<file path="src/rtl/sound_player.sv">
// sound_player
//   Square-wave tone generator for the board buzzer. Plays ping, pong and a
//   two-note "go" jingle when the requested code from the motion block changes.
//   The code and mute inputs come from a slow animation clock, so both are
//   brought into the clk domain through two flops each before use.
//
// Ports
//   clk        system clock
//   clr        asynchronous active-low reset
//   code_sound requested sound: 00 stop, 01 pong, 10 ping, 11 go (async)
//   mute       silence request, active high (async)
//   speaker    square-wave audio output
//   busy       high while a note is sounding
//   cur_sound  code currently playing, 00 when idle
//
// state  | meaning
// IDLE   | silent, waiting for a code change
// NOTE_A | first (or only) note of the current sound
// NOTE_B | second note of the go jingle
module sound_player #(
  parameter int HALF_PING = 6000,
  parameter int HALF_PONG = 12000,
  parameter int HALF_GO_A = 8000,
  parameter int HALF_GO_B = 4000,
  parameter int DUR       = 1200000,
  parameter int DUR_W     = 24,
  parameter int DIV_W     = 16
) (
  input  logic       clk,
  input  logic       clr,
  input  logic [1:0] code_sound,
  input  logic       mute,
  output logic       speaker,
  output logic       busy,
  output logic [1:0] cur_sound
);

  typedef enum logic [1:0] {
    IDLE   = 2'd0,
    NOTE_A = 2'd1,
    NOTE_B = 2'd2
  } state_t;

  localparam logic [DIV_W-1:0] H_PING   = DIV_W'(HALF_PING);
  localparam logic [DIV_W-1:0] H_PONG   = DIV_W'(HALF_PONG);
  localparam logic [DIV_W-1:0] H_GO_A   = DIV_W'(HALF_GO_A);
  localparam logic [DIV_W-1:0] H_GO_B   = DIV_W'(HALF_GO_B);
  localparam logic [DIV_W-1:0] DIV_ONE  = DIV_W'(1);
  localparam logic [DUR_W-1:0] DUR_LAST = DUR_W'(DUR - 1);
  localparam logic [DUR_W-1:0] DUR_ONE  = DUR_W'(1);

  logic [1:0]       s1, s2, code_prev;
  logic             m1, mute_s;
  state_t           state, state_n;
  logic [DIV_W-1:0] half, half_n, half_sel;
  logic [DUR_W-1:0] dur_cnt, dur_n;
  logic [DIV_W-1:0] div_cnt, div_n;
  logic             tone, tone_n;
  logic [1:0]       cur_n;
  logic             new_req;

  always_ff @(posedge clk or negedge clr) begin
    if (!clr) begin
      s1        <= 2'b00;
      s2        <= 2'b00;
      code_prev <= 2'b00;
      m1        <= 1'b0;
      mute_s    <= 1'b0;
    end else begin
      s1        <= code_sound;
      s2        <= s1;
      code_prev <= s2;
      m1        <= mute;
      mute_s    <= m1;
    end
  end

  // Only an edge on the synchronised code counts; dropping to 00 never stops a note.
  assign new_req = (s2 != code_prev) && (s2 != 2'b00);

  always_comb begin
    case (s2)
      2'b01:   half_sel = H_PONG;
      2'b10:   half_sel = H_PING;
      default: half_sel = H_GO_A;
    endcase
  end

  always_comb begin
    state_n = state;
    half_n  = half;
    dur_n   = dur_cnt;
    div_n   = div_cnt;
    tone_n  = tone;
    cur_n   = cur_sound;
    if (new_req) begin
      // Entry from IDLE and preemption share this path, and win over note-end.
      state_n = NOTE_A;
      half_n  = half_sel;
      cur_n   = s2;
      dur_n   = '0;
      div_n   = '0;
      tone_n  = 1'b0;
    end else begin
      case (state)
        NOTE_A, NOTE_B: begin
          if (dur_cnt == DUR_LAST) begin
            dur_n  = '0;
            div_n  = '0;
            tone_n = 1'b0;
            if (state == NOTE_A && cur_sound == 2'b11) begin
              state_n = NOTE_B;
              half_n  = H_GO_B;
            end else begin
              state_n = IDLE;
              cur_n   = 2'b00;
            end
          end else begin
            dur_n = dur_cnt + DUR_ONE;
            if (div_cnt == half - DIV_ONE) begin
              div_n  = '0;
              tone_n = ~tone;
            end else begin
              div_n = div_cnt + DIV_ONE;
            end
          end
        end
        default: begin
          state_n = IDLE;
          cur_n   = 2'b00;
          dur_n   = '0;
          div_n   = '0;
          tone_n  = 1'b0;
        end
      endcase
    end
  end

  always_ff @(posedge clk or negedge clr) begin
    if (!clr) begin
      state     <= IDLE;
      half      <= '0;
      dur_cnt   <= '0;
      div_cnt   <= '0;
      tone      <= 1'b0;
      cur_sound <= 2'b00;
      busy      <= 1'b0;
      speaker   <= 1'b0;
    end else begin
      state     <= state_n;
      half      <= half_n;
      dur_cnt   <= dur_n;
      div_cnt   <= div_n;
      tone      <= tone_n;
      cur_sound <= cur_n;
      busy      <= (state_n != IDLE);
      // Mute gates only the pin; tone keeps running so unmuting stays in phase.
      speaker   <= tone_n & ~mute_s;
    end
  end

endmodule

</file>
<file path="config.mk">
export PLATFORM = sky130hd
export DESIGN_NAME = sound_player
export DESIGN_NICKNAME = d
export VERILOG_FILES = /design/src/rtl/sound_player.sv
export SDC_FILE = /design/constraint.sdc
export NUM_CORES = 1
export LEC_CHECK = 0
export BUFFER_PORTS_ARGS = -buffer_cell sky130_fd_sc_hd__buf_2
export CAP_MARGIN = 30
export CELL_PAD_IN_SITES_DETAIL_PLACEMENT = 1
export CELL_PAD_IN_SITES_GLOBAL_PLACEMENT = 2
export CORE_MARGIN = 2
export CORE_UTILIZATION = 42
export CTS_BUF_LIST = sky130_fd_sc_hd__clkbuf_4 sky130_fd_sc_hd__clkbuf_8
export DETAILED_ROUTE_END_ITERATION = 6
export GPL_TIMING_DRIVEN = 1
export HOLD_SLACK_MARGIN = 0.1
export PLACE_DENSITY_LB_ADDON = 0.1
export SLEW_MARGIN = 20
export SYNTH_ARGS = -nofsm -noshare
export SYNTH_HDL_FRONTEND = slang
export SYNTH_SLANG_ARGS = --single-unit
</file>
<file path="constraint.sdc">
create_clock -name clk -period 2.8 [get_ports clk]
set_input_delay 0.84 -clock clk [delete_from_list [all_inputs] [get_ports clk]]
set_output_delay 0.84 -clock clk [all_outputs]
set_load 0.01 [all_outputs]
</file>
==> results.cfg, run 1 <==
[synth]
synth.most_common_cell = dfrtp_1
yosysSeqAreaShare_pct = 49.9
netlist_instances = 317
synth.area.top_cells = dfrtp_1 50%, xnor2_1 7.4%, xor2_1 6.0%, nor2_1 4.2%, nor3_1 3.9%
syn-cell-area_mm2 = 0.00321
ys_ff_latch = 64
ys_top_cells_by_count = 64 x dfrtp_1, 36 x nor2_1, 27 x xnor2_1
yosys_warnings = 0
synthesis.nets = 331
async_flop_share_pct = 100
synth_top_cell_by_area = dfrtp_1
synth_edf_count = 0
yosysUniqueCellTypes = 48
synth.top_cell.area_share_pct = 49.9
synth_ff_type = dfrtp_1
avgSynthCellArea_um2 = 10.1

[floorplanning]
fp.dieH_um = 91.5
die-area_mm2 = 0.00836
start_util_pct = 43.8
die_x_um = 91.5
coreArea_mm2 = 0.00733
row_count = 31
ios = 9

[timing]
fin_setup_tns_ns = 0
fin_skew_ns = 0.00704
rsz0062_at_grt = no
fmax_mhz = 385
setup_viol = 0
fin_crit_ns = 2.60
finalHoldViolations = 0
slew_headroom_pct = 61.5
drv_slew = 0
tightest_slew_ns = 0.578
period_share_pct = 92.8
setup_ws_ns = 0.203

[critical_path]
crit_arrival_ns = 2.86
start_kind = register
crit_path_end_kind = register
crit_type = register to register
cp_max_fo = 5
worstPathRequired_ns = 3.06

[placement]
dp_slack_ns = -0.111
placedInstanceArea_mm2 = 0.00345
port_buffers = 8
dpl.hpwl_um = 4890
gp_congestion = 0.802

[detailed_routing]
drc_errors = 0
dr.pass1.iters = 4
num_vias = 2338
ant_nets = 0
drt_wl_total_um = 6820
drt-initial-drc-count = 82
avgViaCountPerCell = 5.25
wl_per_cell_um = 15.3

[finish]
multi_input_area_mm2 = 0.00153
ff_latch_area_mm2 = 0.00160
nFillCells = 832
diodes = 0
drive_above_1_share_pct = 13.6
final_util_pct = 50.0
syn_to_final_growth_pct = 14.2
final_area_mm2 = 0.00367
final_nets = 355

[run_status]
status = finished, final reports clean

[power_and_ir_drop]
p_sw_share_pct = 27.4
seqPwrFrac_pct = 49.4
p_per_area_mw_per_mm2 = 556
clock_power_share_pct = 38.7
power.leakage_nw = 1.54
intPower_mw = 1.48
peakVddDrop_v = 0.000315
p_sw_mw = 0.559
combPwrFrac_pct = 11.9

[cts]
cts_tree = built
clk_pin_slew_worst_paths_ns = 0.08
clock_latency_ns = 0.35
clock-root-buffer = clkbuf_8
cts_sinks = 64
cts.htree.levels = 3
clock_path_buffers = 2
cts_buffers = 9

[run]
drv_cap = 0

[global_routing]
grt_max_degree = 42
antenna_found_initial = 0
grt_pass1_vias = 2437
track_usage_pct = 18.3
grt_pass1_wl_um = 12000
grt_overflow = 0

[min_path]
holdCritPathClass = register to register
## cell usage in the layout (no fill, tap or decap), drive strengths merged, types with 10 or more instances in the layout
master  Yosys  final
dfrtp      64     64
nor2       36     36
xnor2      27     27
nor3       26     26
nand2      25     25
buf         3     23
xor2       22     22
nand3      14     14
inv        10     10
and3       10     10
## worst max-delay path, cell delays in order (launching register included)
cell and delay (ns):
dfrtp_1 0.43, or4_1 0.55, or2_1 0.26, o31a_1 0.25, a211o_1 0.29, or4b_4 0.50, a211oi_1 0.24
## logic make-up (layout without fill, tap and decap cells)
family | after synthesis | count (layout) | share of synthesized area, %
flip-flops | 64 | 64 | 49.9
AO/OA/AOI/OAI | 30 | 30 | 6.78
buffers and inverters | 20 | 49 | 2.65
adder cells (fa/ha/maj) | 9 | 9 | 3.51
XOR/XNOR | 49 | 49 | 13.4
multiplexers | 1 | 1 | 0.312
AND/OR/NAND/NOR | 144 | 144 | 23.5
## layout make-up
class,count,share of cell area [%]
Clock buffer,9,3.38
Multi-Input combinational cell,233,41.7
Clock inverter,7,1.98
Sequential cell,64,43.7
Tap cell,99,3.38
Timing Repair Buffer,23,4.84
Inverter,10,1.02
## worst paths after layout
kind,from,slack [ns],to,depth (start not counted)
max,half[5]$_DFFE_PN0P_,0.20,speaker$_DFF_PN0_,6
min,m1$_DFF_PN0_,0.36,mute_s$_DFF_PN0_,0
max reg2reg,half[5]$_DFFE_PN0P_,0.20,speaker$_DFF_PN0_,6
min reg2reg,m1$_DFF_PN0_,0.36,mute_s$_DFF_PN0_,0
max in group asynchronous,clr,1.70,dur_cnt[13]$_DFF_PN0_,2
min in group asynchronous,clr,0.48,half[12]$_DFFE_PN0P_,1
## sequential cells by signal (all words and copies together) (netlist names)
signal / flops
busy: 1
code_prev: 2
cur_sound: 2
div_cnt: 16
dur_cnt: 24
half: 9
m1: 1
mute_s: 1
s1: 2
s2: 2
speaker: 1
state: 2
tone: 1
## power by group through the flow
stage / Combinational (mW) / Clock (mW) / Sequential (mW)
after floorplan: 0.146 / 0 / 1.01
after global placement: 0.245 / 0 / 1.02
after detailed placement: 0.248 / 0 / 1.02
after CTS: 0.249 / 0.818 / 1.01
after global routing: 0.274 / 0.852 / 1.01
final: 0.243 / 0.788 / 1.01
## stage by stage
step | power [mW] | hold WS (ns) | std cells
floorplan | 1.16 | 0.331 | 317
global placement | 1.27 | 0.332 | 427
detailed placement | 1.27 | 0.343 | 427
CTS | 2.07 | 0.359 | 445
global route | 2.14 | 0.360 | 445
finish | 2.04 | 0.355 | 445
## per-layer routing
layer / routed length [µm] / share of wire, % / GRT usage, % / vias to the layer above
met5: 0 / 0 / 0 / -
met2: 3310 / 49 / 30.0 / 11
met4: 116 / 1.7 / 7.58 / 0
li1: - / - / - / 1141
met1: 3280 / 48 / 23.6 / 1177
met3: 116 / 1.7 / 3.73 / 9
## timing repair
item                                    CTS  global route
endpoints found under the setup margin   16             1
resized for setup                         0             1
setup buffers                             2             0
pin swaps                                 1             0
endpoints found under the hold margin     0             0
hold buffers                              0             0
(Power assumes the default switching activity.)
==> inputs of run 2 (changes only) <==
==> constraint.sdc (replaced) <==
create_clock -name clk -period 2.8 [get_ports clk]
set_input_delay 0.56 -clock clk [delete_from_list [all_inputs] [get_ports clk]]
set_output_delay 0.56 -clock clk [all_outputs]
set_load 0.01 [all_outputs]
==> run 2 against run 1 <==
  * Clock skew increased by 0.0012 ns
  * Total power decreased by 0.53%
  * Cell count is 0.45% lower
  * Routed wire length rose by 0.56%
  * Critical path depth unchanged
  * Combinational power is 3% lower
  * Critical path type unchanged
  * Largest cell class unchanged
==> results.cfg, run 2 (synthesis gave the netlist of run 1 again) <==
[min_path]
holdCritPathClass = input port to register
whs_path_depth = 1

[critical_path]
worstPathRequired_ns = 3.05
crit_path_end_kind = register
crit_type = register to register
r2r_slack_ns = 0.18
cp_max_fo = 6
reg2reg_depth = 6
crit_arrival_ns = 2.87
start_kind = register

[run_status]
status = finished, final reports clean

[detailed_routing]
drt-met1-wl_um = 3300
highest_layer = met4
drt_wl_total_um = 6860
met2_length_um = 3360
num_vias = 2348
dr.pass1.iters = 4
ant_nets = 0
drt-initial-drc-count = 112
drc_errors = 0
avgViaCountPerCell = 5.30
dr_wl_met3_um = 139
wl_per_cell_um = 15.5

[global_routing]
track_usage_pct = 18.1
grt_overflow = 0
antenna_found_initial = 0
grt_max_degree = 65
grt_pass1_wl_um = 12000
grt_pass1_vias = 2451

[cts]
cts_resized = 0
holdBufCountCts = 0
cts_tree = built
cts_buffers = 9
clock-root-buffer = clkbuf_8
clock_path_buffers = 2
clock_latency_ns = 0.34
cts_sinks = 64
clk_pin_slew_worst_paths_ns = 0.08
cts.htree.levels = 3

[placement]
gp_congestion = 0.806
dpl.hpwl_um = 4810
port_buffers = 8
dp_slack_ns = -0.0896

[floorplanning]
start_util_pct = 43.8
die-area_mm2 = 0.00836
die_x_um = 91.5
coreArea_mm2 = 0.00733
ios = 9
fp.dieH_um = 91.5
row_count = 31

[finish]
nFillCells = 833
largest_reg_flops = 24
largestRegisters = dur_cnt: 24 flops, div_cnt: 16 flops, half: 9 flops
final_common_cell = dfrtp_1
final_nets = 353
largest_register = dur_cnt
mostFrequentLayoutCells = 64 x dfrtp_1, 36 x nor2_1, 27 x xnor2_1
syn_to_final_growth_pct = 13.6
drive_above_1_share_pct = 12.8
final_util_pct = 49.8
diodes = 0

[timing]
period_share_pct = 93.7
finalHoldViolations = 0
tightest_slew_ns = 0.801
rsz0062_at_grt = no
slew_headroom_pct = 46.6
setup_viol = 0
fin_setup_tns_ns = 0
setup_ws_ns = 0.176
drv_slew = 0
fin_skew_ns = 0.00822
fin_crit_ns = 2.62
fmax_mhz = 381

[power_and_ir_drop]
peakVddDrop_v = 0.000263
p_per_area_mw_per_mm2 = 556
seqPwrFrac_pct = 49.7
clock_power_share_pct = 38.7
power.leakage_nw = 1.52
p_sw_mw = 0.553
p_sw_share_pct = 27.3
intPower_mw = 1.47
combPwrFrac_pct = 11.6

[run]
drv_cap = 0
[run 2: cell count changes in the layout (fill, tap and decap cells not counted), sizes merged]
cell  previous run  this run
buf             23        21
[run 2: final cells by class]
class                           count  area [µm²]  area share [%]
Sequential cell                    64        1600            43.9
Clock buffer                        9         124            3.40
Inverter                           10        37.5            1.03
Timing Repair Buffer               21         163            4.46
Tap cell                           99         124            3.40
Clock inverter                      7        72.6            1.99
Multi-Input combinational cell    233        1530            41.8
[run 2: path summary, 6_finish.rpt]
| kind | startpoint | to |
|---|---|---|
| max | half[5]$_DFFE_PN0P_ | speaker$_DFF_PN0_ |
| min in group asynchronous | clr | half[13]$_DFFE_PN0P_ |
| max reg2reg | half[5]$_DFFE_PN0P_ | speaker$_DFF_PN0_ |
| min reg2reg | m1$_DFF_PN0_ | mute_s$_DFF_PN0_ |
| max in group asynchronous | clr | dur_cnt[12]$_DFF_PN0_ |
| min | code_sound[0] | s1[0]$_DFF_PN0_ |
[run 2: through the flow]
| stage | area (µm²) | power (mW) | hold WS [ns] | std cells |
|---|---|---|---|---|
| finish | 3650 | 2.03 | 0.325 | 443 |
| global placement | 3430 | 1.26 | 0.332 | 426 |
| CTS | 3650 | 2.06 | 0.310 | 443 |
| floorplan | 3210 | 1.16 | 0.264 | 317 |
| global route | 3650 | 2.14 | 0.306 | 443 |
| detailed placement | 3430 | 1.26 | 0.336 | 426 |
[run 2: worst max-delay path: stages (launching register included)]
cell and delay (ns):
dfrtp_1 0.45, or4_1 0.56, or2_1 0.24, a2111oi_1 0.38, o32a_1 0.23, or4b_4 0.46, a211oi_1 0.23
[run 2: metal layers]
layer,GRT usage (%),vias up
met3,4.56,4
li1,-,1142
met2,29.2,12
met5,0,-
met1,24.2,1190
met4,5.30,0
[run 2: power by group through the flow]
stage | clock, mW | combinational (mW) | sequential, mW
after CTS | 0.813 | 0.241 | 1.01
after detailed placement | 0 | 0.240 | 1.02
after global placement | 0 | 0.237 | 1.02
final | 0.785 | 0.235 | 1.01
after global routing | 0.854 | 0.268 | 1.01
after floorplan | 0 | 0.146 | 1.01
[run 2: timing repair]
action / in CTS / in global routing
setup endpoints to repair: 16 / 0
buffers inserted: 1 / 0
hold endpoints to repair: 0 / 0
